**src/rtl/bcd_pkg.sv**
```systemverilog
// rtl/bcd_pkg.sv - shared BCD types, FSM states and counter sizing for bcd_serial_subtractor
package bcd_pkg;

   localparam int BCD_RADIX = 10;

   typedef logic [3:0] bcd_digit_t;

   typedef enum logic {
      IDLE = 1'b0,
      RUN  = 1'b1
   } state_e;

   // Digit counter width: clog2(DIGITS), never narrower than one bit
   function automatic int cnt_width(input int digits);
      return (digits <= 2) ? 1 : $clog2(digits);
   endfunction

endpackage

```
**src/rtl/bcd_digit_sub.sv**
```systemverilog
// rtl/bcd_digit_sub.sv - combinational single BCD digit subtract with borrow and invalid-digit detect
module bcd_digit_sub
   import bcd_pkg::*;
(
   input  bcd_digit_t a_d,
   input  bcd_digit_t b_d,
   input  logic       bi,
   output bcd_digit_t d,
   output logic       bo,
   output logic       inv
);

   logic [4:0] t;

   // 5-bit two's-complement difference; bit 4 is the sign for the full -16..15 range
   always_comb begin
      t   = {1'b0, a_d} - {1'b0, b_d} - {4'b0000, bi};
      bo  = t[4];
      d   = t[4] ? (t[3:0] + 4'(BCD_RADIX)) : t[3:0];
      inv = (a_d > 4'(BCD_RADIX - 1)) | (b_d > 4'(BCD_RADIX - 1));
   end

endmodule

```
**src/rtl/bcd_serial_subtractor.sv**
```systemverilog
// rtl/bcd_serial_subtractor.sv - digit-serial packed-BCD subtractor, LSD first; BCD_SUB_DIGIT_CHECK_EN adds err flag
module bcd_serial_subtractor
   import bcd_pkg::*;
#(
   parameter int DIGITS = 4
) (
   input  logic                  clk,
   input  logic                  rst_n,
   input  logic                  start,
   input  logic [4*DIGITS-1:0]   a,
   input  logic [4*DIGITS-1:0]   b,
   input  logic                  bin,
   output logic                  busy,
   output logic                  done,
   output logic [4*DIGITS-1:0]   diff,
   output logic                  bout,
   output logic                  err
);

   localparam int              CW   = cnt_width(DIGITS);
   localparam logic [CW-1:0]   LAST = CW'(DIGITS - 1);

   state_e                 state_q;
   logic [CW-1:0]          cnt_q;
   logic [4*DIGITS-1:0]    a_q;
   logic [4*DIGITS-1:0]    b_q;
   logic                   borrow_q;
   logic [4*DIGITS-1:0]    diff_q;
   logic [4*DIGITS-1:0]    diff_d;
   logic                   bout_q;
   logic                   busy_q;
   logic                   done_q;

   bcd_digit_t             a_dig;
   bcd_digit_t             b_dig;
   bcd_digit_t             sub_d;
   logic                   sub_bo;
   logic                   sub_inv;

   assign a_dig = bcd_digit_t'(a_q >> {cnt_q, 2'b00});
   assign b_dig = bcd_digit_t'(b_q >> {cnt_q, 2'b00});

   bcd_digit_sub u_digit_sub (
      .a_d (a_dig),
      .b_d (b_dig),
      .bi  (borrow_q),
      .d   (sub_d),
      .bo  (sub_bo),
      .inv (sub_inv)
   );

   always_comb begin
      diff_d = diff_q;
      for (int i = 0; i < DIGITS; i++) begin
         if (cnt_q == CW'(i)) begin
            diff_d[4*i +: 4] = sub_d;
         end
      end
   end

`ifdef BCD_SUB_DIGIT_CHECK_EN
   logic flag_q;
   logic err_q;
`else
   logic unused_inv;
   assign unused_inv = sub_inv;
`endif

   always_ff @(posedge clk or negedge rst_n) begin
      if (!rst_n) begin
         state_q  <= IDLE;
         cnt_q    <= '0;
         a_q      <= '0;
         b_q      <= '0;
         borrow_q <= 1'b0;
         diff_q   <= '0;
         bout_q   <= 1'b0;
         busy_q   <= 1'b0;
         done_q   <= 1'b0;
`ifdef BCD_SUB_DIGIT_CHECK_EN
         flag_q   <= 1'b0;
         err_q    <= 1'b0;
`endif
      end else begin
         done_q <= 1'b0;
         case (state_q)
            IDLE: begin
               if (start) begin
                  a_q      <= a;
                  b_q      <= b;
                  borrow_q <= bin;
                  cnt_q    <= '0;
                  busy_q   <= 1'b1;
                  state_q  <= RUN;
`ifdef BCD_SUB_DIGIT_CHECK_EN
                  flag_q   <= 1'b0;
`endif
               end
            end
            RUN: begin
               diff_q   <= diff_d;
               borrow_q <= sub_bo;
`ifdef BCD_SUB_DIGIT_CHECK_EN
               if (sub_inv) begin
                  flag_q <= 1'b1;
               end
`endif
               if (cnt_q == LAST) begin
                  bout_q  <= sub_bo;
                  done_q  <= 1'b1;
                  busy_q  <= 1'b0;
                  cnt_q   <= '0;
                  state_q <= IDLE;
`ifdef BCD_SUB_DIGIT_CHECK_EN
                  // include the final digit's check, which the sticky flag has not seen yet
                  err_q   <= flag_q | sub_inv;
`endif
               end else begin
                  cnt_q <= cnt_q + 1'b1;
               end
            end
            default: state_q <= IDLE;
         endcase
      end
   end

   assign busy = busy_q;
   assign done = done_q;
   assign diff = diff_q;
   assign bout = bout_q;
`ifdef BCD_SUB_DIGIT_CHECK_EN
   assign err  = err_q;
`else
   assign err  = 1'b0;
`endif

endmodule

```
**config.mk**
```make
export PLATFORM = sky130hd
export DESIGN_NAME = bcd_serial_subtractor
export DESIGN_NICKNAME = d
export VERILOG_FILES = /design/src/rtl/bcd_pkg.sv /design/src/rtl/bcd_digit_sub.sv /design/src/rtl/bcd_serial_subtractor.sv
export SDC_FILE = /design/constraint.sdc
export NUM_CORES = 1
export LEC_CHECK = 0
export BUFFER_PORTS_ARGS = -buffer_cell sky130_fd_sc_hd__buf_2
export CAP_MARGIN = 20
export CORE_MARGIN = 2
export CORE_UTILIZATION = 44
export DETAILED_ROUTE_END_ITERATION = 10
export PLACE_DENSITY = 0.67
export SLEW_MARGIN = 20
export SYNTH_ARGS = -nofsm -noshare
export SYNTH_HDL_FRONTEND = slang
export SYNTH_SLANG_ARGS = --single-unit
```
**constraint.sdc**
```tcl
create_clock -name clk -period 4.3 [get_ports clk]
set_input_delay 0.215 -clock clk [delete_from_list [all_inputs] [get_ports clk]]
set_output_delay 0.215 -clock clk [all_outputs]
set_load 0.05 [all_outputs]
```
==> results.yml <==
status:
  outcome: "finished clean"
clock_network:
  ctsResizeCount: 0
  cts_hold_buf: 0
  path_clk_slew_ns: 0.09
  numCtsBuffers: 5
  cts_sinks: 55
  clockBufferDepth: 2
  htree_levels: 2
  cts_root_buf: "clkbuf_8"
  cts_post_setup_buffers_inserted: 0
  clk_latency_ns: 0.31
  cts_tree: "yes"
global_route:
  grt_pass1_wl_mm: 7.96
  grt_pass1_vias: 1643
  gr-total-overflow: 0
  track_usage_pct: 16.3
  grt_max_degree: 56
  antenna_found_initial: 0
logic_synthesis:
  synth.top_cell.area_share_pct: 53.3
  synth_ff_type: "dfrtp_1"
  syn_area_per_cell_um2: 12.6
  synth_area_leaders: "dfrtp_1, mux2_2, mux4_2, ha_1, o21ai_0"
  synth-xor-area-share_pct: 1.70
  synth_commonest_cells: "dfrtp_1, mux2_2, nand2_1, o21ai_0, inv_1"
  synthAdderAreaFrac_pct: 5.92
  synth_edf_count: 0
  synthMuxAreaShare_pct: 21.7
  synth_area_leader_cell: "dfrtp_1"
  yosys_warnings: 0
  ys_seq_elements: 55
  synth_seq_area_share_pct: 53.3
  yosys.area_share.simple_pct: 7.42
  async_flop_share_pct: 100
  yosysMostFrequentCell: "dfrtp_1"
  syn_nets: 252
  synth_top_family_by_area: "multiplexers"
  synthDistinctLibCells: 29
  synth_cells: 205
  synth_compound_area_share_pct: 5.87
  synth_area_um2: 2580
sta:
  hold_viol: 0
  rsz0062_at_grt: "false"
  relSlewSlack_pct: 54.9
  period_needed_ns: 3.55
  worstMarginPinSlew_ns: 0.676
  setup_violations: 0
  period_share_pct: 82.6
  finalClockSkew_ns: 0.00623
  fmax_ghz: 0.282
  setup_tns_ns: 0
  drv_slew: 0
floorplan:
  row_count: 27
  dieWidth_um: 80.6
  core_area_um2: 5570
  start_util_pct: 46.3
  io_pins: 56
  die_h_um: 80.6
  dieArea_um2: 6490
critical_path:
  critPathKind: "register to register"
  crit_path_end_kind: "register"
  r2r_cells: 12
  cp.arrival_ns: 3.73
  critPathRequiredTime_ns: 4.48
  crit_path_max_fanout: 13
  start_kind: "register"
drt:
  route.detailed.drc: 0
  routed_wl_mm: 4.58
  ant_nets: 0
  wl_per_cell_um: 13.8
  viasPerCell: 4.87
  drtPass1Iterations: 4
  num_vias: 1613
  drt_iter0_markers: 66
layout:
  area_growth_pct: 16.4
  antenna_cells: 0
  drive_above_1_share_pct: 41.3
  num-nets-final: 305
hold_path:
  min_path_type: "primary input to async pin"
placed_design:
  place_hpwl_mm: 3.41
  gp_congestion: 0.788
  io_buffers: 54
job:
  maxCapViolations: 0
-- cells in the final DEF (no fill, tap or decap), types with 2 or more instances in the layout --
cell type,netlist,final
buf_2,5,54
a211oi_1,2,2
o21ai_0,19,19
mux2i_1,2,2
dfrtp_1,55,55
nor2b_1,3,2
clkbuf_8,0,7
nand2_1,22,22
mux4_2,7,7
fa_1,2,2
buf_4,1,2
xor2_1,3,3
nor2_1,6,6
mux2_2,34,34
inv_1,12,12
xnor2_1,2,2
nand2b_1,4,4
a21oi_1,3,3
ha_1,9,9
nand3_1,2,2
-- worst max-delay path, stage by stage, from the launching register on --
cell and delay, ns:
dfrtp_1 0.74, mux4_2 0.58, inv_1 0.08, fa_1 0.15, inv_1 0.06, fa_1 0.43
nor2b_1 0.17, nand2b_1 0.16, ha_1 0.32, mux2i_1 0.17, o22ai_1 0.10, a211oi_1 0.33
o21ai_0 0.14
-- final cells by class --
cell class,instances,area [um2]
timing repair buffer,56,285
inverter,12,45.0
sequential,55,1380
tap,72,90.1
multi-input combinational,128,1110
clock buffer,8,100
fill,489,2570
-- flip-flops by register name, summed over array words and instances, names as in the netlist --
name,flops
a_q,16
b_q,16
diff,16
cnt_q,2
borrow_q,1
bout,1
busy,1
done,1
state_q,1
-- cells by family (layout without fill, tap and decap cells) --
kind of cell | Yosys count | in the layout
buffers and inverters | 22 | 76
XOR/XNOR | 5 | 5
other | 1 | 1
multiplexers | 43 | 43
flip-flops | 55 | 55
AND/OR/NAND/NOR | 41 | 41
AO/OA/AOI/OAI | 27 | 27
adder cells (fa/ha/maj) | 11 | 11
-- path summary, 6_finish.rpt --
check                                      from             endpoint  slack [ns]
min in group clk                           a[9]   a_q[9]$_DFFE_PN0P_        0.13
max reg2reg                cnt_q[0]$_DFFE_PN0P_  diff[6]$_DFFE_PN0P_        0.75
min reg2reg                 diff[9]$_DFFE_PN0P_  diff[9]$_DFFE_PN0P_        0.48
min                                       rst_n     busy$_DFFE_PN0P_        0.02
max in group asynchronous                 rst_n   b_q[2]$_DFFE_PN0P_        3.83
max                        cnt_q[0]$_DFFE_PN0P_  diff[6]$_DFFE_PN0P_        0.75
-- layer usage --
metal / track usage, % / wire, um / vias up
met5: 0 / 0 / -
met4: 6.44 / 68 / 0
met3: 3.71 / 292 / 7
met2: 25.1 / 2040 / 49
met1: 22.4 / 2190 / 749
li1: - / - / 808
-- metrics by stage --
stage / util, % / hold WS (ns) / instance area [um2] / setup slack, ns / cells
finish: 53.9 / 0.0232 / 3000 / 0.748 / 331
global route: 53.9 / 0.0741 / 3000 / 0.405 / 331
CTS: 53.9 / 0.0442 / 3000 / 0.693 / 331
detailed placement: 52.1 / 0.385 / 2900 / 0.705 / 323
global placement: 52.1 / 0.386 / 2900 / 0.807 / 323
floorplan: - / -0.0806 / 2580 / 1.24 / 205
Power is not shown: default switching activity piles up to over one toggle a cycle in this logic, so the estimate is an artifact.
